$ cat config.mk
export PLATFORM = sky130hd
export DESIGN_NAME = video_timing_gen
export DESIGN_NICKNAME = d
export VERILOG_FILES = /design/src/rtl/video_timing_gen.sv
export SDC_FILE = /design/constraint.sdc
export NUM_CORES = 1
export LEC_CHECK = 0
export ABC_CLOCK_PERIOD_IN_PS = 7200
export CORE_AREA = 3 3 75 63
export CTS_CLUSTER_SIZE = 8
export DETAILED_ROUTE_END_ITERATION = 6
export DIE_AREA = 0 0 78 66
export HOLD_SLACK_MARGIN = 0.12
export PLACE_DENSITY = 0.82
export RECOVER_POWER = 25
export SYNTH_ARGS = -nofsm -noshare
export SYNTH_HDL_FRONTEND = slang
export SYNTH_SLANG_ARGS = --single-unit
$ cat constraint.sdc
create_clock -name clk -period 7.2 [get_ports clk]
set_input_delay 1.44 -clock clk [delete_from_list [all_inputs] [get_ports clk]]
set_output_delay 1.44 -clock clk [all_outputs]
set_load 0.1 [all_outputs]
$ cat src/rtl/video_timing_gen.sv
// Display timing generator: pixel-rate enable, h/v counters and registered
// sync/blank/tick decodes that are always aligned with pix_row/pix_col.
module video_timing_gen #(
  parameter int   CLK_DIV     = 4,
  parameter int   H_ACTIVE    = 640,
  parameter int   H_FP        = 16,
  parameter int   H_SYNC      = 96,
  parameter int   H_BP        = 48,
  parameter int   V_ACTIVE    = 480,
  parameter int   V_FP        = 10,
  parameter int   V_SYNC      = 2,
  parameter int   V_BP        = 33,
  parameter logic SYNC_ACTIVE = 1'b0
) (
  input  logic        clk,
  input  logic        rst_n,
  output logic        pix_en,
  output logic [9:0]  pix_col,
  output logic [9:0]  pix_row,
  output logic        video_on,
  output logic        horiz_sync,
  output logic        vert_sync,
  output logic        line_tick,
  output logic        frame_tick,
  output logic [15:0] frame_count
);

  localparam int H_TOTAL = H_ACTIVE + H_FP + H_SYNC + H_BP;
  localparam int V_TOTAL = V_ACTIVE + V_FP + V_SYNC + V_BP;
  localparam int DIV_W   = (CLK_DIV > 1) ? $clog2(CLK_DIV) : 1;

  localparam logic [DIV_W-1:0] DIV_LAST = DIV_W'(CLK_DIV - 1);
  localparam logic [9:0]       H_LAST   = 10'(H_TOTAL - 1);
  localparam logic [9:0]       V_LAST   = 10'(V_TOTAL - 1);
  // 11-bit bounds so zero-width windows and edge cases never wrap.
  localparam logic [10:0] H_ACT  = 11'(H_ACTIVE);
  localparam logic [10:0] V_ACT  = 11'(V_ACTIVE);
  localparam logic [10:0] HS_BEG = 11'(H_ACTIVE + H_FP);
  localparam logic [10:0] HS_LIM = 11'(H_ACTIVE + H_FP + H_SYNC);
  localparam logic [10:0] VS_BEG = 11'(V_ACTIVE + V_FP);
  localparam logic [10:0] VS_LIM = 11'(V_ACTIVE + V_FP + V_SYNC);

  logic [DIV_W-1:0] div;
  logic             adv, line_wrap, frame_wrap;
  logic [9:0]       col_nx, row_nx;
  logic             von_nx, hs_nx, vs_nx;

  always_comb begin
    adv        = (div == DIV_LAST);
    line_wrap  = adv && (pix_col == H_LAST);
    frame_wrap = line_wrap && (pix_row == V_LAST);
    col_nx     = pix_col;
    row_nx     = pix_row;
    if (adv) begin
      if (line_wrap) begin
        col_nx = '0;
        row_nx = frame_wrap ? '0 : pix_row + 10'd1;
      end else begin
        col_nx = pix_col + 10'd1;
      end
    end
    // Decode the values the counters are about to take so outputs stay coherent.
    von_nx = ({1'b0, col_nx} < H_ACT) && ({1'b0, row_nx} < V_ACT);
    hs_nx  = (({1'b0, col_nx} >= HS_BEG) && ({1'b0, col_nx} < HS_LIM)) ? SYNC_ACTIVE : ~SYNC_ACTIVE;
    vs_nx  = (({1'b0, row_nx} >= VS_BEG) && ({1'b0, row_nx} < VS_LIM)) ? SYNC_ACTIVE : ~SYNC_ACTIVE;
  end

  always_ff @(posedge clk or negedge rst_n) begin
    if (!rst_n) begin
      div         <= '0;
      pix_en      <= 1'b0;
      pix_col     <= H_LAST;
      pix_row     <= V_LAST;
      video_on    <= 1'b0;
      horiz_sync  <= ~SYNC_ACTIVE;
      vert_sync   <= ~SYNC_ACTIVE;
      line_tick   <= 1'b0;
      frame_tick  <= 1'b0;
      frame_count <= '0;
    end else begin
      div         <= adv ? '0 : div + 1'b1;
      pix_en      <= adv;
      pix_col     <= col_nx;
      pix_row     <= row_nx;
      video_on    <= von_nx;
      horiz_sync  <= hs_nx;
      vert_sync   <= vs_nx;
      line_tick   <= line_wrap;
      frame_tick  <= frame_wrap;
      frame_count <= frame_count + 16'(frame_wrap);
    end
  end

endmodule

==> After elaboration in Yosys (flattened, before gate mapping) <==
Cells that the tools add are included.
{ "word_totals": {"ram_bits": 0, "latch_bits": 0, "reg_bits": 44, "rom_bits": 0, "elab_cells": 36, "mem_count": 0} }
{ "classes": {"shift": 0, "order_cmp": 6, "multipliers": 0, "n_eq_ne": 3, "muxes": 8, "reduce_logical": 5, "n_addsub": 4, "bitwise": 0, "n_div": 0} }
{ "op_table": {"columns": ["cell", "count"], "rows": [
  ["2-to-1 mux 10 bit", 5],
  ["adder 10 x 1 -> 10 bit, second input constant", 2],
  ["== test 10 bit, second input constant", 2],
  ["less-than comparator 10 bit, second input constant", 2],
  ["less-than comparator 10 x 9 -> 1 bit, second input constant", 2],
  ["adder 16 x 1 -> 16 bit", 1],
  [">= comparator 10 bit, second input constant", 1],
  [">= comparator 10 x 9 -> 1 bit, second input constant", 1],
  ["logical AND 1 bit", 5],
  ["adder 2 x 1 -> 2 bit, second input constant", 1],
  ["== test 2 bit, second input constant", 1],
  ["2-to-1 mux 1 bit", 2],
  ["2-to-1 mux 2 bit", 1]
]} }

==> Longest topological paths before layout <==
{ "depth": {"depth_word": 9, "ltp_mapped": 11} }

==> Least setup slack after synthesis <==
No wires, ideal clock.
{ "synth_timing": {"kind": "register to register", "startpoint": "register pix_row[0]", "endpoint": "register frame_count[14]", "setup_time_ns": 0.158, "period_less_slack_ns": 3.071, "arrival_time_ns": 2.913, "stages_incl_launch_ff": 12, "slack_ns": 4.129, "path_buffers": 0, "cell_sequence": "dfrtp_1 > inv_1 > ha_1 > nand4_1 > or4_1 > nor2_1 > ha_1 > ha_1 > nand3_1 > nor2_1 > nand4_1 > xnor2_1"} }
{ "synth_between": {"elab_chain_len": 3} }
{ "synth_lines": {"columns": ["item", "line", "source"], "rows": [
  ["from (decl)", "19", "output logic [9:0] pix_row,"],
  ["from (signal assigned)", "84", "pix_row <= row_nx;"],
  ["== test 10 bit", "51", "frame_wrap = line_wrap && (pix_row == V_LAST);"],
  ["logical AND 1 bit", "51", null],
  ["net frame_wrap", "44", "logic adv, line_wrap, frame_wrap;"],
  ["adder 16 x 1 -> 16 bit", "90", "frame_count <= frame_count + 16'(frame_wrap);"],
  ["to (signal assigned)", "90", null],
  ["to (decl)", "25", "output logic [15:0] frame_count"]
]} }
The timed path passes the listed nets, and every way through them passes these cells.

==> Worst setup path after layout <==
{ "layout_timing": {"startpoint": "register pix_col[5]", "endpoint": "output pix_col[5]"} }
{ "layout_lines": {"columns": ["item", "line", "source"], "rows": [
  ["from (decl)", "18", "output logic [9:0] pix_col,"],
  ["from (signal assigned)", "83", "pix_col <= col_nx;"]
]} }
No word-level cell between the ends.

==> reports/results.tsv <==
metric	value	unit
startpoint_type	flop	
clk_pin_slew	0.08	ns
max-cap-violations	1	
required	5.76	ns
grt_remaining_overflow	0	
fin_setup_tns	0	ns
synth-seq-cells	44	
syn_area_per_cell	10.83	µm²
r2r-start	div[0]$_DFF_PN0_	
switchingPower	0.08926	mW
crit_fanout	12	
synthArstFlopShare	1.000	
final_hold_viol_count	0	
htreeDepth	2	
worstPathArrival	2.19	ns
critPathMaxStageDelay	1.24	ns
worst_slew_pin_slew	2.226	ns
grt_usage	0.1986	
grt_pass1_vias	1702	
wl_per_cell	15.15	µm
syn_area	2177	µm²
gp_congestion	0.8593	
ios	44	
hold_class	flop to flop	
design.core.area	4099	µm²
leakage	1.150	nW
worstHoldStart	div[0]$_DFF_PN0_	
syn2layout_area_growth	24.60	%
cts_made_buffers	5	
portBuffers	43	
seqPwrFrac	0.563	
avgViaCountPerCell	5.535	
antenna_found_initial	0	
critPathBufInv	1	
die_area	5148	µm²
fin_crit_sh	0.5039	
finClkSkew	0.005210	ns
die_w	78	µm
switching_share	0.2032	
slew_viol_final	45	
outcome	complete, but fails checks	
antennaDiodeCount	0	
clockBufferDepth	2	
start_util	0.5311	
route.detailed.drc	0	
synth_cells	201	
p_comb_frac	0.010	
clk_latency	0.30	ns
pwr-share-clk	0.427	
synth_ff_type	dfrtp_1	
path_cells	clkdlybuf4s50_1	
synth-edff-count	0	
grt_max_degree	45	
fin_crit	3.628	ns
wl	4560	µm
final_nets	251	
worstSetupStartpoint	pix_col[5]$_DFF_PN0_	
dp_hpwl	3184	µm
worstSetupPathType	flop to output port	
failed_checks	max-capacitance violations, max-slew violations	
drtPass1Iterations	4	
cpLargestDelayFamily	buffers and inverters	
drive_above_1_share	0.1025	
holdBufCountCts	0	
die_y	66	µm
critPathSlowestCell	clkdlybuf4s50_1	
rsz0062_at_grt	false	
maxSlewHeadroom	-0.4841	
postCtsSetupBuffers	0	
pwr_density_cell	161.9	nW/µm²
cts.sinks	44	
rows	21	
p_int	0.3499	mW
fmax	275.7	MHz
cts_resized	0	
ys_types	44	
cts_tree	done	
grt_pass1_wl	7810	µm
drt_iter0_markers	124	
ir_drop	0.1443	mV
vias	1666	
drtAntennaViolNets	0	
cts_root_buf	clkbuf_8	
finalSetupViolCount	0	
post-route-util	0.6618	
synth-seq-area-share	0.5126	
endpoint_kind	output port	
yosysWarnings	0	
synth_nets	209	
cells in the final DEF (no fill, tap or decap), types with 3 or more instances in the layout:
cell,netlist,layout
nor2_1,9,9
and4_1,5,5
nand4_1,11,11
inv_1,10,10
ha_1,6,6
clkdlybuf4s50_1,0,42
nor3_1,5,5
clkbuf_8,0,5
a21oi_1,3,3
dfrtp_1,32,32
a31oi_1,3,3
dfstp_2,12,12
xnor2_1,16,16
and3_1,6,6
xor2_1,8,8
nand2_1,15,15
nand3_1,16,17
o21ai_0,8,8
worst paths after layout:
kind | cells after the start | end | slack, ns
setup reg to reg | 10 | frame_count[14]$_DFF_PN0_ | 3.99
max in group asynchronous | 1 | pix_row[5]$_DFF_PN0_ | 4.14
hold reg to reg | 1 | div[0]$_DFF_PN0_ | 0.45
hold / removal | 1 | div[0]$_DFF_PN0_ | 0.45
setup / recovery | 1 | pix_col[5] | 3.57
min in group asynchronous | 1 | pix_col[7]$_DFF_PN0_ | 1.79
registers in the layout, indices dropped and copies added (netlist names):
register,cells
horiz_sync,1
frame_tick,1
vert_sync,1
video_on,1
div,2
pix_row,10
pix_col,10
frame_count,16
pix_en,1
line_tick,1
power by group through the flow:
stage               combinational, mW  clock, mW  sequential (mW)
floorplan                 0.000000420          0            0.252
global placement              0.00501          0            0.252
detailed placement            0.00501          0            0.252
CTS                           0.00500      0.192            0.247
global route                  0.00552      0.204            0.247
finish                        0.00448      0.187            0.247
synthesized netlist by cell type, drive strengths merged (2+ instances only):
cell	n	area share
dfstp	12	0.14
and4	5	0.020
nor3	5	0.011
a2bb2oi	2	0.0080
a21oi	3	0.0069
nand4	11	0.032
mux2	2	0.010
nand3	17	0.045
dfrtp	32	0.37
or3	2	0.0057
xnor2	16	0.064
inv	10	0.017
or4	2	0.0086
o21ai	8	0.018
nor2	10	0.025
a211oi	2	0.0092
clkbuf	2	0.0034
nand4b	2	0.0080
and3	6	0.017
nand2	15	0.026
xor2	8	0.032
buf	6	0.024
ha	6	0.034
a31oi	3	0.0086
metal layers:
metal | GRT usage | wire, µm | up-vias
met5 | 0 | 0 | -
met4 | 0.1070 | 95 | 0
met3 | 0.03951 | 176 | 7
met2 | 0.3013 | 2145 | 43
met1 | 0.2697 | 2142 | 812
li1 | - | - | 804
final cells by class:
| cell class | count | area [µm²] |
|---|---|---|
| repair buffers | 43 | 424.2 |
| inverters | 10 | 37.54 |
| clock inverters | 3 | 42.54 |
| fillers | 332 | 1386 |
| well taps | 57 | 71.32 |
| multi-input cells | 139 | 952.2 |
| flip-flops and latches | 44 | 1116 |
| clock buffers | 5 | 68.82 |
cell families (layout without fill, tap and decap cells):
group,Yosys count,in the layout,synth area share
and+or+nand+nor,82,82,0.2230
DFF,44,44,0.5126
AOI/OAI and AO/OA,24,24,0.07414
xor gates and xnor gates,24,24,0.09655
buffers and inverters,18,61,0.04426
adders and majority gates,6,6,0.03448
muxes,3,3,0.01494
through the flow:
| stage | cells | hold slack (ns) | setup slack, ns | power (mW) | cell area [µm²] |
|---|---|---|---|---|---|
| global placement | 293 | 0.4159 | 3.947 | 0.2569 | 2615 |
| floorplan | 201 | 0.4031 | 4.129 | 0.2519 | 2177 |
| CTS | 301 | 0.4579 | 3.557 | 0.4438 | 2726 |
| global route | 301 | 0.4686 | 3.498 | 0.4570 | 2713 |
| detailed placement | 293 | 0.4460 | 3.905 | 0.2569 | 2615 |
| finish | 301 | 0.4509 | 3.572 | 0.4392 | 2713 |
No activity file was read; power rests on OpenSTA's default activity.
